**src/rtl/regfile_scoreboard_if.sv**
```systemverilog
// Decode/writeback bus of the register file: read ports, issue, writeback.
// master = pipeline side (drives indices/writeback), slave = register file.
interface regfile_scoreboard_if #(
    parameter int DATA_W = 32,
    parameter int ADDR_W = 5,
    parameter int NUM_RD = 2
);
    logic [NUM_RD*ADDR_W-1:0] rd_addr;
    logic [NUM_RD*DATA_W-1:0] rd_data;
    logic [NUM_RD-1:0]        rd_busy;
    logic                     iss_en;
    logic [ADDR_W-1:0]        iss_addr;
    logic                     wb_en;
    logic [ADDR_W-1:0]        wb_addr;
    logic [DATA_W-1:0]        wb_data;
    logic                     flush;
    logic [ADDR_W:0]          pend_cnt;

    modport master (
        output rd_addr, iss_en, iss_addr,
        output wb_en, wb_addr, wb_data, flush,
        input  rd_data, rd_busy, pend_cnt
    );

    modport slave (
        input  rd_addr, iss_en, iss_addr,
        input  wb_en, wb_addr, wb_data, flush,
        output rd_data, rd_busy, pend_cnt
    );
endinterface

```
**src/rtl/regfile_scoreboard.sv**
```systemverilog
// Register file with NUM_RD read ports, write-to-read bypass and a
// pending-write scoreboard. Ports: clk, rst_n (sync, active-low), bus (slave).
module regfile_scoreboard #(
    parameter int DATA_W   = 32,
    parameter int ADDR_W   = 5,
    parameter int NUM_RD   = 2,
    parameter int ZERO_REG = 1
) (
    input logic                clk,
    input logic                rst_n,
    regfile_scoreboard_if.slave bus
);
    localparam int DEPTH = 1 << ADDR_W;

    logic [DATA_W-1:0] regs_q [DEPTH];
    logic [DEPTH-1:0]  pend_q, pend_d;
    logic [ADDR_W:0]   cnt_q, cnt_d;
    logic              wr_en;

    logic [NUM_RD*DATA_W-1:0] rd_data_c;
    logic [NUM_RD-1:0]        rd_busy_c;
    logic [ADDR_W-1:0]        ra;

    assign wr_en = bus.wb_en &&
                   !(ZERO_REG != 0 && bus.wb_addr == '0);

    always_ff @(posedge clk) begin
        if (!rst_n) begin
            for (int i = 0; i < DEPTH; i++) begin
                regs_q[i] <= '0;
            end
        end else if (wr_en) begin
            regs_q[bus.wb_addr] <= bus.wb_data;
        end
    end

    // A new issue wins over flush and writeback so a younger producer
    // to the same register stays tracked.
    always_comb begin
        pend_d = pend_q;
        for (int i = 0; i < DEPTH; i++) begin
            if (bus.iss_en && bus.iss_addr == ADDR_W'(i)) begin
                pend_d[i] = 1'b1;
            end else if (bus.flush) begin
                pend_d[i] = 1'b0;
            end else if (bus.wb_en && bus.wb_addr == ADDR_W'(i)) begin
                pend_d[i] = 1'b0;
            end
        end
        if (ZERO_REG != 0) begin
            pend_d[0] = 1'b0;
        end
    end

    always_comb begin
        cnt_d = '0;
        for (int i = 0; i < DEPTH; i++) begin
            cnt_d = cnt_d + {{ADDR_W{1'b0}}, pend_d[i]};
        end
    end

    always_ff @(posedge clk) begin
        if (!rst_n) begin
            pend_q <= '0;
            cnt_q  <= '0;
        end else begin
            pend_q <= pend_d;
            cnt_q  <= cnt_d;
        end
    end

    always_comb begin
        rd_data_c = '0;
        rd_busy_c = '0;
        ra        = '0;
        for (int k = 0; k < NUM_RD; k++) begin
            ra = bus.rd_addr[k*ADDR_W +: ADDR_W];
            if (ZERO_REG != 0 && ra == '0) begin
                rd_data_c[k*DATA_W +: DATA_W] = '0;
                rd_busy_c[k]                  = 1'b0;
            end else if (bus.wb_en && bus.wb_addr == ra) begin
                rd_data_c[k*DATA_W +: DATA_W] = bus.wb_data;
                rd_busy_c[k]                  = 1'b0;
            end else begin
                rd_data_c[k*DATA_W +: DATA_W] = regs_q[ra];
                rd_busy_c[k]                  = pend_q[ra];
            end
        end
    end

    assign bus.rd_data  = rd_data_c;
    assign bus.rd_busy  = rd_busy_c;
    assign bus.pend_cnt = cnt_q;
endmodule

```
**src/flat_wrapper.sv**
```systemverilog
// flat-port wrapper written by rule: the top's interface ports become plain ports
module regfile_scoreboard_flat 
#(
    parameter int DATA_W   = 32,
    parameter int ADDR_W   = 5,
    parameter int NUM_RD   = 2,
    parameter int ZERO_REG = 1
)
  (clk, rst_n, bus_rd_addr, bus_iss_en, bus_iss_addr, bus_wb_en, bus_wb_addr, bus_wb_data, bus_flush, bus_rd_data, bus_rd_busy, bus_pend_cnt);
  regfile_scoreboard_if #(.DATA_W(DATA_W), .ADDR_W(ADDR_W), .NUM_RD(NUM_RD)) bus_i ();
  input logic clk;
  input logic rst_n;
  input wire logic [$bits(bus_i.rd_addr)-1:0] bus_rd_addr;
  input wire logic [$bits(bus_i.iss_en)-1:0] bus_iss_en;
  input wire logic [$bits(bus_i.iss_addr)-1:0] bus_iss_addr;
  input wire logic [$bits(bus_i.wb_en)-1:0] bus_wb_en;
  input wire logic [$bits(bus_i.wb_addr)-1:0] bus_wb_addr;
  input wire logic [$bits(bus_i.wb_data)-1:0] bus_wb_data;
  input wire logic [$bits(bus_i.flush)-1:0] bus_flush;
  output wire logic [$bits(bus_i.rd_data)-1:0] bus_rd_data;
  output wire logic [$bits(bus_i.rd_busy)-1:0] bus_rd_busy;
  output wire logic [$bits(bus_i.pend_cnt)-1:0] bus_pend_cnt;
  assign bus_i.rd_addr = bus_rd_addr;
  assign bus_i.iss_en = bus_iss_en;
  assign bus_i.iss_addr = bus_iss_addr;
  assign bus_i.wb_en = bus_wb_en;
  assign bus_i.wb_addr = bus_wb_addr;
  assign bus_i.wb_data = bus_wb_data;
  assign bus_i.flush = bus_flush;
  assign bus_rd_data = bus_i.rd_data;
  assign bus_rd_busy = bus_i.rd_busy;
  assign bus_pend_cnt = bus_i.pend_cnt;
  regfile_scoreboard #(.DATA_W(DATA_W), .ADDR_W(ADDR_W), .NUM_RD(NUM_RD), .ZERO_REG(ZERO_REG)) u_core (.clk(clk), .rst_n(rst_n), .bus(bus_i));
endmodule
```
**config.mk**
```make
export PLATFORM = sky130hd
export DESIGN_NAME = regfile_scoreboard_flat
export DESIGN_NICKNAME = d
export VERILOG_FILES = /design/src/rtl/regfile_scoreboard_if.sv /design/src/rtl/regfile_scoreboard.sv /design/src/flat_wrapper.sv
export SDC_FILE = /design/constraint.sdc
export NUM_CORES = 2
export LEC_CHECK = 0
export CAP_MARGIN = 15
export CORE_MARGIN = 2
export CORE_UTILIZATION = 38
export CTS_CLUSTER_SIZE = 30
export DETAILED_ROUTE_END_ITERATION = 8
export PLACE_DENSITY = 0.62
export SYNTH_ARGS = -nofsm -noshare
export SYNTH_HDL_FRONTEND = slang
export SYNTH_SLANG_ARGS = --single-unit
```
**constraint.sdc**
```tcl
create_clock -name clk -period 9.1 [get_ports clk]
set_clock_uncertainty 0.15 [all_clocks]
set_input_delay 1.82 -clock clk [delete_from_list [all_inputs] [get_ports clk]]
set_output_delay 1.82 -clock clk [all_outputs]
set_load 0.1 [all_outputs]
```
==> results.py <==
metrics = {
    "outcome": {
        "status": "completed",
    },
    "setup_path": {
        "cp-start-kind": "input port",
        "worstSetupPathType": "in2reg",
        "critPathBufInv": 4,
        "cp_cell_sequence": "clkdlybuf4s50_1 -> nand3b_1 -> or2_2 -> a31oi_1 -> fa_1 -> fa_1 -> inv_1 -> fa_1 -> fa_1 -> fa_1 -> inv_1 -> fa_1 -> inv_1 -> ha_1 -> fa_1 -> a21o_1 -> a21oi_1 -> xor2_1 -> nor2_1",
        "r2r_slack_ns": 3.58,
        "critPathCaptureType": "flip-flop",
        "rr_worst_depth": 17,
        "rr_endpoint": "u_core.bus.pend_cnt[4]",
        "arrival_ns": 8.07,
        "crit_top_cell": "fa_1",
        "r2r_start": "u_core.pend_q[2]",
        "required_ns": 9.51,
        "crit_slowest_cell": "clkdlybuf4s50_1",
        "crit_family": "adder cells",
        "cpPeakStageDelay_ns": 0.69,
        "crit_fanout": 10,
    },
    "sta": {
        "setup_viol": 0,
        "rsz0062_at_grt": "false",
        "finalHoldViolations": 0,
        "finalMaxSlewViolations": 0,
        "fmax_mhz": 130.5,
        "period_minus_slack_ns": 7.661,
        "relSlewSlack_pct": 6.232,
        "finalCritPeriodShare_pct": 84.19,
        "hold_ws_ns": 0.5265,
        "worst-slew-pin-transition_ns": 1.398,
        "setup_tns_ns": 0,
    },
    "logic_synthesis": {
        "ys_types": 64,
        "yosys_warnings": 0,
        "yosysMostFrequentCell": "edfxtp_1",
        "ys_seq_area_share_pct": 53.98,
        "synth_ff_type": "edfxtp_1",
        "synth_largest_area_cell": "edfxtp_1",
        "syn_area_sq_um": 58340,
        "yosys.area.top_type_share_pct": 52.71,
        "async_flop_share_pct": 0,
        "avgSynthCellArea_sq_um": 14.43,
        "ys_top_cells_by_count": "edfxtp_1 (1024), and2_1 (1012), mux4_2 (481)",
        "synth_area_leaders": "edfxtp_1 (53%), mux4_2 (19%), and2_1 (11%), mux2i_1 (2.0%), clkbuf_1 (1.7%)",
        "ys_seq_elements": 1061,
        "syn_inst": 4043,
        "synth-edff-count": 1024,
    },
    "hold_path": {
        "hold_start": "u_core.pend_q[24]",
        "whs_path_depth": 2,
        "hold-path-endpoint": "u_core.pend_q[24]",
        "worstHoldPathType": "reg2reg",
    },
    "clock_network": {
        "numCtsBuffers": 112,
        "clock_path_buffers": 3,
        "clk_pin_slew_worst_paths_ns": 0.06,
        "clk_latency_ns": 0.72,
        "clock_sinks": 1061,
        "cts_setup_buffers": 0,
        "cts_tree": "done",
        "cts_hold_buf": 0,
        "post_cts_resized": 0,
        "root_buffer": "clkbuf_16",
        "htree_levels": 3,
    },
    "die": {
        "io_pins": 129,
        "start_util_pct": 38.32,
        "die_height_microns": 395.8,
        "placementRows": 143,
        "dieArea_sq_um": 156700,
        "coreArea_sq_um": 152300,
        "die_x_microns": 395.8,
    },
    "power_and_ir_drop": {
        "powerDensity_nw_per_um2": 186.8,
        "peakVddDrop_uv": 167.7,
        "p_leak_nw": 22.33,
        "p_total_w": 0.01221,
    },
    "layout": {
        "fin_cells": 6179,
        "multi_input_area_sq_um": 25200,
        "regArea_sq_um": 31490,
        "post-route-util_pct": 42.93,
        "fillCellCount": 13500,
        "drive_gt1_share_pct": 24.43,
        "nNetsFinal": 4144,
        "syn_to_final_growth_pct": 12.03,
    },
    "global_route": {
        "grt_pass1_wl_microns": 290200,
        "antenna_found_initial": 13,
        "grt_overflow": 0,
        "grt_util_all_layers_pct": 26.06,
        "grt_pass1_vias": 38390,
        "grt_max_degree": 91,
    },
    "detailed_routing": {
        "drt-initial-drc-count": 5496,
        "route.antenna.remaining_nets": 0,
        "wl_met3_microns": 25090,
        "num_vias": 38640,
        "wl_met1_microns": 77540,
        "dr_wl_met2_microns": 92820,
        "drc": 0,
        "via_per_inst": 6.253,
        "routed.top_layer": "met5",
        "wirelength_microns": 207500,
        "first_pass_iters": 8,
        "post_drt_wl_per_cell_microns": 33.58,
    },
    "placement": {
        "port_buffers": 128,
        "dp_cells": 5970,
        "gp_congestion": 0.9291,
        "hpwl_microns": 122500,
    },
    "job": {
        "maxCapViolations": 0,
    },
}
## through the flow
step | cell area [sq um] | setup WS [ns]
2_1_floorplan | 58460 | 1.490
3_3_place_gp | 61830 | 0.7300
3_5_place_dp | 61830 | 0.7352
4_1_cts | 65340 | 1.474
5_1_grt | 65360 | 1.143
6_report | 65360 | 1.439
## cells in the final DEF, fill, tap and decap left out, drive strengths merged, types with 63 or more instances in the layout
cell type and instances:
mux2i 114, nand2 63, buf 237, clkbuf 149, nor2 126, and2 1012, edfxtp 1024, a211oi 77
mux4 481, o21ai 76
## per-layer routing
| layer | track usage, % | vias up |
|---|---|---|
| met5 | 0 | - |
| met4 | 13.04 | 8 |
| met3 | 6.962 | 536 |
| met2 | 39.65 | 2697 |
| met1 | 34.44 | 19920 |
| li1 | - | 15470 |
## how the worst max path moves through the flow
| stage | to | cells after the start | start | slack [ns] |
|---|---|---|---|---|
| after global placement | u_core.bus.pend_cnt[4] | 19 | bus_wb_addr[0] | 0.73 |
| after floorplan | u_core.bus.pend_cnt[4] | 20 | bus_wb_addr[2] | 1.49 |
| after CTS | u_core.bus.pend_cnt[4] | 19 | bus_wb_addr[0] | 1.47 |
| after global routing | u_core.bus.pend_cnt[4] | 19 | bus_wb_addr[0] | 1.14 |
| after detailed placement | u_core.bus.pend_cnt[4] | 19 | bus_wb_addr[0] | 0.74 |
| final | u_core.bus.pend_cnt[4] | 19 | bus_wb_addr[0] | 1.44 |
## state kept, by name, indices dropped and copies added (netlist names)
name / count
u_core.regs_q: 1024
u_core.pend_q: 31
u_core.bus.pend_cnt: 6
## cells by family (layout without fill, tap and decap cells)
kind of cell | count (synthesis) | in the layout | synth area share [%]
and+or+nand+nor | 1384 | 1384 | 14.03
adders and majority gates | 32 | 32 | 0.9822
buffers and inverters | 462 | 534 | 3.854
xor gates and xnor gates | 12 | 12 | 0.1801
muxes | 649 | 649 | 21.57
DFF | 1061 | 1061 | 53.98
other | 1 | 35 | 0.006428
AOI/OAI and AO/OA | 442 | 442 | 5.404
## worst register-to-register path, cell delays in order, from the launching register on
cell      delay, ns
dfxtp_1        0.43
o211ai_1       0.12
o21ai_0        0.17
ha_1           0.31
fa_1           0.50
fa_1           0.44
fa_1           0.51
fa_1           0.43
fa_1           0.49
inv_1          0.05
fa_1           0.47
inv_1          0.04
ha_1           0.22
fa_1           0.46
a21o_1         0.19
a21oi_1        0.16
xor2_1         0.16
nor2_1         0.05
## power breakdown
group          switching (W)  leakage, nW  internal (W)  total (W)
logic                0.00130         10.5      0.000647    0.00194
clock network        0.00199         1.73       0.00253    0.00452
registers           0.000130         10.0       0.00562    0.00575
total                0.00342         22.3       0.00879     0.0122
## layout make-up
| cell class | instances | area share, % |
|---|---|---|
| flip-flops and latches | 1061 | 48.18 |
| multi-input cells | 2551 | 38.55 |
| clock buffers | 149 | 4.713 |
| well taps | 2030 | 3.886 |
| repair buffers | 292 | 3.792 |
| clock inverters | 56 | 0.6547 |
| inverters | 37 | 0.2125 |
| diodes | 3 | 0.01149 |
(Power assumes the default switching activity.)
